--- src/rtl/instruction_loader.sv ---
// Byte-stream loader: packs big-endian bytes into words and writes them to instruction memory.
// Define LOADER_CHECKSUM_EN to add a trailing XOR check byte and the CHECK state.
module instruction_loader #(
    parameter int                 NB_DATA   = 32,
    parameter int                 NB_ADDR   = 8,
    parameter logic [NB_DATA-1:0] HALT_WORD = 32'hFFFF_FFFF
) (
    input  logic               clk,
    input  logic               i_rst,
    input  logic               i_start,
    input  logic [7:0]         i_rx_data,
    input  logic               i_rx_valid,
    output logic               o_we,
    output logic [NB_ADDR-1:0] o_addr,
    output logic [NB_DATA-1:0] o_data,
    output logic               o_busy,
    output logic               o_done,
    output logic               o_full,
    output logic [NB_ADDR-2:0] o_word_count,
    output logic               o_error
);

    localparam logic [NB_ADDR-1:0] LAST_ADDR = {{(NB_ADDR-2){1'b1}}, 2'b00};

    typedef enum logic [1:0] {
        IDLE,
        LOAD,
        DONE
`ifdef LOADER_CHECKSUM_EN
        , CHECK
`endif
    } state_t;

`ifdef LOADER_CHECKSUM_EN
    localparam state_t END_STATE = CHECK;
`else
    localparam state_t END_STATE = DONE;
`endif

    state_t             state;
    state_t             state_next;
    logic [NB_ADDR-1:0] addr;
    logic [1:0]         byte_cnt;
    logic [NB_DATA-1:0] shift;
    logic               start_ok;
    logic               last_write;

    assign start_ok   = i_start && (state == IDLE || state == DONE);
    // The terminating decision is made on the write cycle itself.
    assign last_write = o_we && (o_data == HALT_WORD || addr == LAST_ADDR);

    always_ff @(posedge clk or posedge i_rst) begin
        if (i_rst) state <= IDLE;
        else       state <= state_next;
    end

    always_comb begin
        state_next = state;
        unique case (state)
            IDLE, DONE: if (i_start)    state_next = LOAD;
            LOAD:       if (last_write) state_next = END_STATE;
`ifdef LOADER_CHECKSUM_EN
            CHECK:      if (i_rx_valid) state_next = DONE;
`endif
            default:    state_next = IDLE;
        endcase
    end

`ifdef LOADER_CHECKSUM_EN
    assign o_busy = (state == LOAD) || (state == CHECK);
`else
    assign o_busy = (state == LOAD);
`endif
    assign o_done = (state == DONE);

    always_ff @(posedge clk or posedge i_rst) begin
        if (i_rst) begin
            addr         <= '0;
            byte_cnt     <= '0;
            shift        <= '0;
            o_we         <= 1'b0;
            o_addr       <= '0;
            o_data       <= '0;
            o_full       <= 1'b0;
            o_word_count <= '0;
        end else begin
            o_we <= 1'b0;
            if (start_ok) begin
                addr         <= '0;
                byte_cnt     <= '0;
                shift        <= '0;
                o_full       <= 1'b0;
                o_word_count <= '0;
            end
            if (state == LOAD) begin
                if (o_we) begin
                    o_word_count <= o_word_count + 1'b1;
                    if (addr != LAST_ADDR)
                        addr <= addr + NB_ADDR'(4);
                    else if (o_data != HALT_WORD)
                        o_full <= 1'b1;
                end
                if (i_rx_valid) begin
                    shift    <= {shift[NB_DATA-9:0], i_rx_data};
                    byte_cnt <= byte_cnt + 2'd1;
                    if (byte_cnt == 2'd3) begin
                        o_we   <= 1'b1;
                        o_data <= {shift[NB_DATA-9:0], i_rx_data};
                        o_addr <= addr;
                    end
                end
            end
        end
    end

`ifdef LOADER_CHECKSUM_EN
    logic [7:0] csum;

    always_ff @(posedge clk or posedge i_rst) begin
        if (i_rst) begin
            csum    <= '0;
            o_error <= 1'b0;
        end else begin
            if (start_ok) begin
                csum    <= '0;
                o_error <= 1'b0;
            end
            if (state == LOAD && i_rx_valid)
                csum <= csum ^ i_rx_data;
            if (state == CHECK && i_rx_valid && i_rx_data != csum)
                o_error <= 1'b1;
        end
    end
`else
    assign o_error = 1'b0;
`endif

endmodule

--- config.mk ---
export PLATFORM = sky130hd
export DESIGN_NAME = instruction_loader
export DESIGN_NICKNAME = d
export VERILOG_FILES = /design/src/rtl/instruction_loader.sv
export SDC_FILE = /design/constraint.sdc
export NUM_CORES = 1
export LEC_CHECK = 0
export ABC_AREA = 1
export CORE_ASPECT_RATIO = 2
export CORE_MARGIN = 2
export CORE_UTILIZATION = 56
export DETAILED_ROUTE_END_ITERATION = 16
export GPL_TIMING_DRIVEN = 1
export PLACE_DENSITY = 0.84
export SETUP_SLACK_MARGIN = 0.02
export SYNTH_ARGS = -nofsm -noshare
export SYNTH_HDL_FRONTEND = slang
export SYNTH_SLANG_ARGS = --single-unit
--- constraint.sdc ---
create_clock -name clk -period 6.2 [get_ports clk]
set_input_delay 1.24 -clock clk [delete_from_list [all_inputs] [get_ports clk]]
set_output_delay 1.24 -clock clk [all_outputs]
set_load 0.05 [all_outputs]
Word level (Yosys, flattened, before mapping)
Cells that the tools add are included.
{"block": "word_totals", "regBits": 93, "input_bits": 12, "output_inout_bits": 52, "word_cells": 53}
{"block": "op_classes", "n_addsub": 3, "n_eq_ne": 9, "muxes": 24, "n_reduce_logical": 8}
{"cell": "$mux 32", "n": 3}
{"cell": "$eq 32x32->1 const B", "n": 1}
{"cell": "$mux 8", "n": 4}
{"cell": "$ne 32x32->1 const B", "n": 1}
{"cell": "$mux 7", "n": 3}
{"cell": "$mux 2", "n": 5}
{"cell": "$add 8x3->8 const B", "n": 1}
{"cell": "$eq 8x8->1 const B", "n": 1}
{"cell": "$mux 1", "n": 8}
{"cell": "$ne 8x8->1 const B", "n": 1}
{"cell": "$add 7x1->7 const B", "n": 1}
{"cell": "$eq 2x2->1 const B", "n": 2}
{"cell": "$pmux 2 s2", "n": 1}
{"cell": "$reduce_and 3->1", "n": 1}
{"cell": "$add 2x1->2 const B", "n": 1}
{"cell": "$eq 2x1->1 const B", "n": 1}
{"cell": "$logic_and 1x1->1", "n": 2}
{"cell": "$logic_not 2->1", "n": 1}
{"cell": "$logic_or 1x1->1", "n": 2}
{"cell": "$ne 2x1->1 const B", "n": 1}
{"cell": "$ne 2x2->1 const B", "n": 1}
{"cell": "$reduce_and 2->1", "n": 1}
{"cell": "$reduce_or 2->1", "n": 1}

Depth between registers and ports, before layout
Gate-level depths: netlist of run 1.
{"block": "logic_depth", "depth_word": 8, "ltp_mapped": 9, "ltp_nobuf": 9}

Worst setup path before layout of run 1
OpenSTA, ideal clock, no wires.
{"block": "synth_path", "path_type": "register to output", "from": "register state[1]", "to": "output o_done", "t_arrival_ns": 1.150, "required_ns": 4.960, "path_slack_ns": 3.810, "stages_incl_launch_ff": 3, "n_path_buf": 0, "cell_sequence": "dfrtp_1 inv_1 nor2_1"}
{"block": "synth_via", "elab_chain_cells": 1}
{"element": "start: declaration", "line": "40", "source": "state_t state;"}
{"element": "start signal: assignment", "line": "54", "source": "else state <= state_next;"}
{"element": "$eq 2x2->1", "line": "74", "source": "assign o_done = (state == DONE);"}
{"element": "end: declaration", "line": "17", "source": "output logic o_done,"}
Every way passes these cells.

Worst setup path in the final report of run 1
{"block": "layout_path", "from": "register state[1]", "to": "output o_busy"}
{"block": "layout_via", "elab_chain_cells": 1}
{"element": "$eq 2x1->1", "line": "72", "source": "assign o_busy = (state == LOAD);"}
{"element": "end: declaration", "line": "16", "source": "output logic o_busy,"}
Every way passes these cells.

==> results of run 1 <==
==> synth_stat cells <==
master    number  share of area [%]
o22ai_1       24                4.3
nand2_2        3               0.53
o21ai_1       19                2.7
nand4_2        1               0.35
nor3b_1        1               0.21
clkbuf_2       1               0.14
buf_6          2               0.64
o21ai_0       32                4.5
nand2_1       94                 10
buf_4          3               0.64
a31oi_1        1               0.18
nand2_4        2               0.64
xor2_1         1               0.25
dfrtp_1       85                 60
conb_1         1               0.11
inv_1         51                5.4
nand3_4        1               0.50
nor2_1        22                2.3
inv_2          2               0.21
or2_0          1               0.18
and3_1         1               0.18
o21a_1         1               0.21
clkbuf_1       2               0.21
buf_2          7               0.99
nand3_1       18                2.6
ha_1           3                1.1
a21oi_1        1               0.14
nor2_8         1               0.57
==> worst register-to-register path, cell delays in order (launching register included) <==
cell     delay [ns]
dfrtp_1        0.44
nor2_8         0.25
nand3_4        0.60
o21ai_0        0.44
==> cell type report <==
type                       count  area share, %
inverter                      53           4.46
timing repair buffer          63           14.0
clock inverter                 3          0.948
multi-input combinational    228           24.8
sequential                    85           47.4
tap                           86           2.40
clock buffer                  13           6.02
==> logic make-up after synthesis <==
| kind of cell | after synthesis |
|---|---|
| buffers and inverters | 68 |
| xor gates and xnor gates | 1 |
| adders and majority gates | 3 |
| AOI/OAI and AO/OA | 78 |
| other | 1 |
| and+or+nand+nor | 145 |
| DFF | 85 |
==> metrics by stage <==
step	total power, mW	util, %	cells	cell area, um^2	worst slack [ns]
finish	2.28	72.3	531	4490	3.09
global route	2.39	72.3	531	4490	3.02
CTS	2.29	72.3	531	4490	3.07
detailed placement	1.73	67.2	515	4170	3.20
global placement	1.71	67.2	515	4170	3.30
floorplan	1.43	-	381	3530	2.77
==> registers in the layout, summed over array words and instances, names as in the netlist <==
register and flops:
o_addr 8, shift 24, o_word_count 7, byte_cnt 2, addr 8, state 2
o_we 1, o_full 1, o_data 32
==> placed cells by master, fill, tap and decap left out, drive strengths merged <==
cell type / instances
nand2: 99
dfrtp: 85
clkdlybuf4s50: 62
inv: 52
o21ai: 51
o22ai: 24
nor2: 23
nand3: 19
clkbuf: 13
ha: 3
clkinv: 2
nand4: 1
nor3b: 1
or2: 1
a21oi: 1
a31oi: 1
o21a: 1
xor2: 1
and3: 1
conb: 1
clkinvlp: 1
bufinv: 1
buf: 1
==> report_power, final <==
part	internal, mW	total, mW	switching (mW)
combinational	0.284	0.892	0.607
clock	0.344	0.547	0.203
sequential	0.713	0.836	0.123
total	1.34	2.28	0.933
==> per-layer routing <==
| metal | vias to the layer above | part of all wire, % | wire length, um | track usage [%] |
|---|---|---|---|---|
| met1 | 1261 | 43 | 3020 | 32.2 |
| met2 | 81 | 50 | 3520 | 35.1 |
| met4 | 0 | 2.2 | 157 | 9.04 |
| li1 | 1342 | - | - | - |
| met5 | - | 0 | 0 | 0 |
| met3 | 13 | 4.6 | 321 | 5.65 |
==> worst min path at each step <==
stage,start,end,slack [ns],cells after the start
floorplan,byte_cnt[0],byte_cnt[0],0.47,1
global placement,o_addr[4],o_addr[4],0.48,2
detailed placement,o_addr[1],o_addr[1],0.47,2
CTS,o_addr[1],o_addr[1],0.49,2
global route,o_addr[6],o_addr[6],0.52,2
finish,o_addr[1],o_addr[1],0.48,2
==> out/qor.csv, run 1 <==
metric;value;unit
worst_setup_startpoint;state[1];
final.setup.tns;0;ns
cts_resized;0;
global_placement_routability_congestion;0.794;
drt-vias-per-instance;5.08;
clk-insertion-delay-late;0.33;ns
pwrdens;507;nW/um^2
cell_depth_of_the_worst_setup_path;2;
worst_ir_drop_vdd;344;uV
critical_path_arrival;1.87;ns
synth_top_family_by_area;simple AND/OR/NAND/NOR gates;
setup_repair_after_global_routing_missed_its_margin;false;
cts.root.buffer_cell;clkbuf_16;
report.final.slew_viol_count;0;
period_needed;3.11;ns
die_boundary_width;60.1;um
synth_simple_gate_area_share;18.0;%
die_area;6990;um^2
timing.critical_path.from_type;register;
r2r_start;state[1];
fin_worst_hold_slack;0.480;ns
reg2regPathDepth;3;
grt_pass1_wl;12000;um
total_drc_errors_in_the_routed_layout;0;
globalRouteTotalUtil;23.2;%
sequential_cell_area;2130;um^2
grt_remaining_overflow;0;
die-height;116;um
worstPathBufferInverterCount;1;
detail_route.wirelength;7020;um
cts_sinks;85;
fin_worst_skew;0.00380;ns
final_net_count;455;
cts.repair_timing.setup_buffer_count;0;
worst_path_dominant_cell_family;buffers and inverters;
drt_first_pass_iters;4;
num-fill-cells;448;
routed-via-count;2697;
critical_path.endpoint_type;output port;
antenna_violations_before_repair;0;
cell_by_cell_trace_of_the_critical_path;nor2_8 > clkdlybuf4s50_1;
synthToLayoutAreaGrowth;27.1;%
critical_path.endpoint;o_busy;
initialDrtViolationCount;157;
synth.avg_cell_area;9.26;um^2
floorplan.io_pins;64;
synth_warnings;0;
grt_pass1_vias;2531;
post_synthesis_adder_cell_area_fraction;1.06;%
ys_seq_area_share;60.3;%
clk_pin_slew_worst_paths;0.06;ns
critical-path-slowest-cell;clkdlybuf4s50_1;
cts_buffers;9;
tightest_slew;1.01;ns
muxShareOfSynthArea;0;%
share_of_layout_cells_above_drive_strength_1;6.07;%
synthCells;381;
outcome;finished, final reports clean;
post-dp-hpwl;4400;um
fmaxAchievable;0.322;GHz
drv_cap;0;
r2r-end;o_data[17];
maximum_number_of_pins_on_one_net_before_global_route_repair;86;
postRouteAntennaNets;0;
route.detailed.wl_per_inst;13.2;um
cts_tree;yes;
p_leak;2.12;nW
synth-xor-area-share;0.248;%
post_cts_hold_fix_bufs;0;
setup_viol;0;
max_stage_delay;0.84;ns
setup.reg_to_reg.worst_slack;4.36;ns
n_antenna_cell;0;
port-buffer-count;62;
num_rows;41;
multiInputGateArea;1110;um^2
largest_fanout_on_the_critical_path;10;
synth.distinct_cells;28;
worst-setup-path-type;register to output port;
synthesis.nets;396;
clk_path_buf_depth;2;
h-tree-depth;3;
hold_path_class;register to register;
netlist_area_pre_place;3530;um^2
cp.required;4.96;ns
initial_core_util;56.9;%
final_min_period_over_clock_period;50.1;%
compound_gate_portion_of_the_synthesized_area;12.0;%
report.final.hold_viol_count;0;
number_of_flip_flops_and_latches_in_the_synthesized_netlist;85;
worst_slew_margin_rel;32.9;%
coreArea;6210;um^2
(Power assumes the default switching activity.)
==> inputs of run 2 (changes only) <==
- CORE_UTILIZATION: 56 -> 52
- PLACE_DENSITY: 0.84 -> 0.79
- clock period: 6.2 -> 3.1 ns (I/O delays scaled with it)
==> run 2 against run 1 <==
Core utilization decreased by 3.8 points. Non-clock buffer count increased by 1. Combinational power increased by 100%. Total power increased by 99%. Final cell count increased by 0.56%. Sequential power increased by 100%. Sequential share of layout area decreased by 0.12 points. Clock skew about the same. Worst setup slack got worse by 2.5 ns. Wire length increased by 9.4%. Largest cell class unchanged.
==> out/qor.csv, run 2 (synthesized netlist as in run 1, its figures left out) <==
metric;value;unit
drv_cap;0;
timing.critical_path.from_type;register;
critical_path.endpoint_type;output port;
final.setup.worst_slack;0.614;ns
grt_remaining_overflow;0;
postRouteAntennaNets;0;
n_antenna_cell;0;
die_area;7500;um^2
pwrdens;1010;nW/um^2
multiInputGateArea;1110;um^2
setup_repair_after_global_routing_missed_its_margin;false;
reg2regPathDepth;4;
largest_reg_flops;32;
cts.root.buffer_cell;clkbuf_16;
most-common-layout-cells;nand2_1 (94), dfrtp_1 (85), clkdlybuf4s50_1 (62);
biggest_registers_after_layout;o_data x32, shift x24;
period_needed;2.49;ns
num_rows;42;
cts_tree;yes;
die_boundary_width;62.3;um
detail_route.wirelength;7680;um
worst-setup-path-type;register to output port;
grt_pass1_wl;12800;um
global_placement_routability_congestion;0.809;
antenna_violations_before_repair;0;
coreArea;6570;um^2
routed-via-count;2768;
die-height;121;um
report.final.hold_viol_count;0;
fmaxAchievable;0.402;GHz
floorplan.io_pins;64;
post-dp-hpwl;5350;um
dp_slack;0.739;ns
cts_resized;0;
port-buffer-count;62;
synthToLayoutAreaGrowth;27.4;%
clk-insertion-delay-late;0.33;ns
post_layout_utilization_of_the_core;68.5;%
cts.repair_timing.setup_buffer_count;0;
hold_end;o_addr[3];
setup.reg_to_reg.worst_slack;1.28;ns
worst_path_dominant_cell_family;buffers and inverters;
maximum_number_of_pins_on_one_net_before_global_route_repair;80;
num-fill-cells;501;
worstPathBufferInverterCount;1;
post_cts_hold_fix_bufs;0;
r2r-end;o_data[23];
cts_sinks;85;
worst_ir_drop_vdd;578;uV
p_leak;2.12;nW
setup_viol;0;
r2r_start;state[1];
drt-vias-per-instance;5.18;
sequential_cell_area;2130;um^2
max_stage_delay;0.85;ns
route.detailed.wl_per_inst;14.4;um
final.setup.tns;0;ns
cell_by_cell_trace_of_the_critical_path;nor2_8 > clkdlybuf4s50_1;
final_min_period_over_clock_period;80.2;%
hold_path_class;register to register;
initial_core_util;53.7;%
share_of_layout_cells_above_drive_strength_1;6.28;%
min_delay_path_depth;2;
fin_worst_skew;0.00349;ns
clk_path_buf_depth;2;
globalRouteTotalUtil;21.9;%
hold_path_origin;o_addr[3];
critical_path_arrival;1.87;ns
initialDrtViolationCount;191;
h-tree-depth;3;
grt_pass1_vias;2796;
report.final.slew_viol_count;0;
largest_fanout_on_the_critical_path;10;
cts_buffers;9;
worst_slew_margin_rel;50.5;%
final_common_cell;nand2_1;
outcome;finished, final reports clean;
total_drc_errors_in_the_routed_layout;0;
clk_pin_slew_worst_paths;0.06;ns
final_net_count;456;
cp.required;2.48;ns
max_flop_register;o_data;
drt_first_pass_iters;4;
critical-path-slowest-cell;clkdlybuf4s50_1;
tightest_slew;0.743;ns
[run 2: cell count changes in the layout (fill, tap and decap cells not counted), sizes merged]
cell	change
clkinvlp	+1
inv	+1
buf	+1
clkbuf	-2
[run 2: worst max path at each step]
| stage | from | endpoint | depth (start not counted) |
|---|---|---|---|
| floorplan | i_rst | addr[0] | 1 |
| global placement | i_rx_valid | o_data[25] | 3 |
| global route | state[1] | o_busy | 2 |
| finish | state[1] | o_busy | 2 |
| detailed placement | i_rx_valid | o_addr[1] | 3 |
| CTS | state[1] | o_busy | 2 |
[run 2: final cells by class]
type                       instances  area share, %
timing repair buffer              64           14.4
sequential                        85           47.3
tap                               88           2.45
multi-input combinational        228           24.7
inverter                          53           4.45
clock inverter                     5           1.31
clock buffer                      11           5.40
[run 2: worst min-delay path, cell delays in order, from the launching register on]
cell	delay, ns
dfrtp_1	0.35
nand2_1	0.06
nand2_1	0.06
[run 2: metrics by stage]
stage | total power [mW] | std cells | hold WS [ns] | area [um^2]
floorplan | 2.86 | 381 | 0.465 | 3530
global placement | 3.42 | 518 | 0.480 | 4200
detailed placement | 3.47 | 518 | 0.486 | 4200
CTS | 4.54 | 534 | 0.501 | 4500
global route | 4.73 | 534 | 0.517 | 4500
finish | 4.52 | 534 | 0.495 | 4500
[run 2: per-layer routing]
layer	wire, um	vias up	GRT usage (%)
li1	-	1341	-
met1	3030	1336	25.1
met2	4150	72	38.3
met3	237	19	4.09
met4	270	0	11.9
met5	0	-	0
[run 2: power breakdown]
| group | internal, mW | switching [mW] |
|---|---|---|
| Combinational | 0.571 | 1.22 |
| Clock | 0.647 | 0.417 |
| Sequential | 1.43 | 0.240 |
==> edit 1: new RTL, config.mk and constraints of run 1 <==
The parameter `NB_ADDR` goes from 8 to 4.
--- a/src/rtl/instruction_loader.sv
+++ b/src/rtl/instruction_loader.sv
@@ -3,5 +3,5 @@
 module instruction_loader #(
     parameter int                 NB_DATA   = 32,
-    parameter int                 NB_ADDR   = 8,
+    parameter int                 NB_ADDR   = 4,
     parameter logic [NB_DATA-1:0] HALT_WORD = 32'hFFFF_FFFF
 ) (
Interface: changed (resized o_addr and o_word_count); port bits go from 64 to 56. The function was not compared with the original's and may differ.
==> edit 1 against run 1 <==
Largest power group unchanged. Synthesized area shrank 12%. Design area down 16%. Utilization fell by 2.1 points. Non-clock buffer count fell by 8. Wire length decreased by 15%. Count of clock-buffer cells in the layout down 2. Critical path type unchanged. Worst setup slack improved by 56 ps. Combinational power rose by 12%. Sequential cell count fell by 12. Critical path depth is the same. Power down 7.3%. Hold slack worse by 5.5 ps.
==> edit 1: results <==
[outcome]
status = "completed"

[critical_path]
rrSetupSlack_ps = 4250
crit_slowest_cell = "clkdlybuf4s50_1"
critPathArrivalTime_ps = 1810
r2r.worst_path.cells = 4
crit_fanout = 6
cp_top_family = "buffers and inverters"
crit_end = "o_busy"
cp-start-kind = "flop"
max_stage_delay_ps = 830
reg2reg_to = "o_data[14]"

[placement]
portBuffers = 54
gp_congestion = 0.775
dpl.hpwl_mm = 4.03

[cells_and_area]
reg_top3 = "o_data: 32 flops, shift: 24 flops"
drive_gt1_frac = 0.181
nNetsFinal = 369
diodes = 0

[yosys]
yosys-top-cells-count = "dfrtp_1, nand2_1, inv_1"
synthXorXnorAreaFrac = 0
ys.flop_type = "dfrtp_1"
synthMuxAreaShare = 0
yosys.area_share.adder = 0.0121
synthTopCellsByArea = "dfrtp_1, o21ai_2, nand2_1, o22ai_1, inv_1"
synth_compound_area_frac = 0.153
seq_area_frac_synth = 0.590
async_flop_share = 1.00
synth_fp_nets = 315
synth.distinct_cells = 18

[global_route]
grt_pass1_vias = 2093
grt_max_degree = 74
grtUsageMet2 = 0.366
grt_antenna_before_repair = 0
gr-usage-met1 = 0.247
grt_util_met3 = 0.0569
track_usage = 0.217
grt_pass1_wl_mm = 10.0

[cts]
clkLatencyLatePin_ps = 350
clkTransAtPathRegs_ps = 70
ctsHtreeMaxLevel = 3
cts_resized = 0
clk_path_buf_depth = 2
numCtsBuffers = 9
cts_root_buf = "clkbuf_8"

[timing]
worst_pin_slew_ps = 973
fin_skew_ps = 7.34

[route]
wl_met1_mm = 2.37
drt_first_pass_iters = 4
met3_length_um = 238
routed_wirelength_mm = 6.00
wl_met2_mm = 3.20
drt_iter0_drc = 86
vias = 2174
routed.top_layer = "met4"

[hold_path]
min_path_type = "reg2reg"
hold_depth = 1

[flow_run]
cap_violations = 0

[power]
internal-power_uw = 1140
leakage_uw = 0.00176
ir_worst_vdd_v = 0.000389
## edit 1: cell types whose count changed in the layout (fill, tap and decap cells not counted), moves of 3 or more
cell,change
nand2_1,-22
inv_1,-13
clkdlybuf4s50_1,-8
dfrtp_1,-12
nor2_1,-6
inv_2,+3
nand3_1,-9
o21ai_1,-15
o21ai_2,+34
clkbuf_8,+8
clkbuf_16,-9
o21ai_0,-32
## edit 1: per-stage QoR
stage          setup WS (ps)  total power, uW  instances  hold slack [ps]  cell area, um2
3_3_place_gp            3120             1750        403              457            3590
6_report                3150             2110        419              474            3770
5_1_grt                 3100             2230        419              500            3770
2_1_floorplan           3110             1490        300              454            3100
3_5_place_dp            3040             1780        403              463            3590
4_1_cts                 3130             2130        419              475            3770
## edit 1: power by group through the flow
| stage | clock (uW) | combinational, uW | sequential, uW |
|---|---|---|---|
| 2_1_floorplan | 0 | 363 | 1130 |
| 3_3_place_gp | 0 | 980 | 775 |
| 3_5_place_dp | 0 | 1000 | 780 |
| 4_1_cts | 345 | 1010 | 774 |
| 5_1_grt | 364 | 1060 | 800 |
| 6_report | 337 | 997 | 775 |
## edit 1: area by class of cell
cell class              count  area [um2]
inverters                  42         158
fillers                   418        1600
repair buffers             55         548
multi-input cells         173         981
well taps                  60        75.1
clock inverters             5        30.0
clock buffers              11         151
flip-flops and latches     73        1830
## edit 1: how the worst min path moves through the flow
stage	from	end	slack [ps]
after global routing	o_word_count[2]	o_word_count[2]	500
final	o_word_count[2]	o_word_count[2]	470
after floorplan	byte_cnt[0]	byte_cnt[0]	450
after CTS	o_word_count[2]	o_word_count[2]	480
after detailed placement	o_word_count[2]	o_word_count[2]	460
after global placement	o_word_count[2]	o_word_count[2]	460
==> edit 2: new RTL, config.mk and constraints of run 1 <==
Without the edit above. The 3 states of `state_t` get a one-hot encoding in 3 bits.
--- a/src/rtl/instruction_loader.sv
+++ b/src/rtl/instruction_loader.sv
@@ -23,8 +23,8 @@
     localparam logic [NB_ADDR-1:0] LAST_ADDR = {{(NB_ADDR-2){1'b1}}, 2'b00};
 
-    typedef enum logic [1:0] {
-        IDLE,
-        LOAD,
-        DONE
+    typedef enum logic [2:0] {
+        IDLE = 3'b001,
+        LOAD = 3'b010,
+        DONE = 3'b100
 `ifdef LOADER_CHECKSUM_EN
         , CHECK
Formal check against the unedited RTL: same outputs for any inputs over 10 cycles, from zero or initial values and one cycle with i_rst high; not proved beyond that.
==> edit 2 against run 1 <==
Synthesized area rose by 0.67%. Worst setup slack worse by 530 ps. Sequential cell count increased by 1. Synthesized cell count increased by 1.0%. Wire length fell by 2.1%. Design area is 0.33% higher. Clock skew about the same.
Power is not compared: it rests on default switching activity, and its combinational part moved more than twofold at a synthesized area within 25%.
==> edit 2: results <==
[critical_path]
crit_fanout = 78
worstSetupStartpoint = "i_rx_valid"
crit_end = "o_addr[6]"
r2r.worst_path.cells = 6
critPathArrivalTime_ps = 3860
rrSetupSlack_ps = 3190
crit_slowest_cell = "nand2_2"
reg2reg_to = "o_addr[1]"
max_stage_delay_ps = 910
timing.rr.start = "state[2]"

[outcome]
status = "completed"

[yosys]
synthXorXnorAreaFrac = 0.00493
yosysWarnings = 0
netlist_instances = 385
synth.distinct_cells = 22
yosys.area_share.adder = 0.0106
synthTopCellsByArea = "dfrtp_1, nand2_1, inv_1, o22ai_1, o21ai_0"
async_flop_share = 1.00
seq_area_frac_synth = 0.606
synthMuxAreaShare = 0
synth_fp_nets = 400
synth_compound_area_frac = 0.123
yosys-top-cells-count = "nand2_1, dfrtp_1, inv_1"

[timing]
fmax_mhz = 275
worst_pin_slew_ps = 1220
fin_skew_ps = 3.54

[cts]
clk_path_buf_depth = 2
post_cts_buffers = 0
clkLatencyLatePin_ps = 340

[cells_and_area]
drive_gt1_frac = 0.0558
n_fill_cell = 446
reg_top3 = "o_data: 32 flops, shift: 24 flops"
nNetsFinal = 458
final_cells = 534
diodes = 0

[route]
wl_met1_mm = 3.11
drt_iter0_drc = 178
viasPerCell = 5.08
wl_met2_mm = 3.25
wl_per_cell_um = 12.9
met3_length_um = 388

[global_route]
grt_pass1_vias = 2498
track_usage = 0.223
grt_antenna_before_repair = 0
grt_pass1_wl_mm = 11.6
grt_max_degree = 87

[placement]
portBuffers = 62
dpl.hpwl_mm = 4.44
place_ws_ps = 2250
placedCellCount = 518
gp_congestion = 0.788

[hold_path]
hold_end = "o_addr[0]"
min_path_type = "reg2reg"
min_from = "o_addr[0]"
## edit 2: changes by cell type after synthesis, moves of 2 or more
cell,change
nand2_4,-2
nand3_1,-4
buf_6,+3
nand4_1,+5
o21ai_0,-4
a21oi_1,+6
nor2_1,-2
o21ai_1,+2
inv_1,+5
## edit 2: final cells by class
class / count / share of cell area
Inverter: 58 / 0.0486
Sequential cell: 86 / 0.478
Multi-Input combinational cell: 225 / 0.238
Tap cell: 86 / 0.0239
Clock inverter: 6 / 0.0211
Timing Repair Buffer: 63 / 0.140
Clock buffer: 10 / 0.0509
## edit 2: through the flow
stage | util | power, uW | hold WS, ps | cell area [um2]
global placement | 0.673 | 888 | 471 | 4180
detailed placement | 0.673 | 897 | 470 | 4180
CTS | 0.725 | 1480 | 488 | 4500
finish | 0.725 | 1460 | 481 | 4500
global route | 0.725 | 1530 | 528 | 4500
floorplan | - | 843 | 464 | 3550
## edit 2: cells by family after synthesis
kind of cell | count (synthesis)
simple gates | 138
buf+inv | 74
other cells | 1
flops | 86
xor+xnor | 2
fa+ha+maj | 3
compound gates | 81
## edit 2: worst max-delay path: cells and delay by family
kind	cells	cell delay, ps
buffers and inverters	3	790
and+or+nand+nor	4	1820
## edit 2: power groups by stage
stage          logic [uW]  clock network [uW]  registers [uW]
4_1_cts               242                 585             648
3_5_place_dp          240                   0             657
3_3_place_gp          233                   0             655
5_1_grt               267                 613             654
2_1_floorplan         161                   0             682
6_report              241                 574             648
## edit 2: metal layers
layer / vias to the layer above / GRT usage
met4: 0 / 0.0874
li1: 1344 / -
met3: 11 / 0.0631
met5: - / 0
met2: 89 / 0.328
met1: 1267 / 0.313
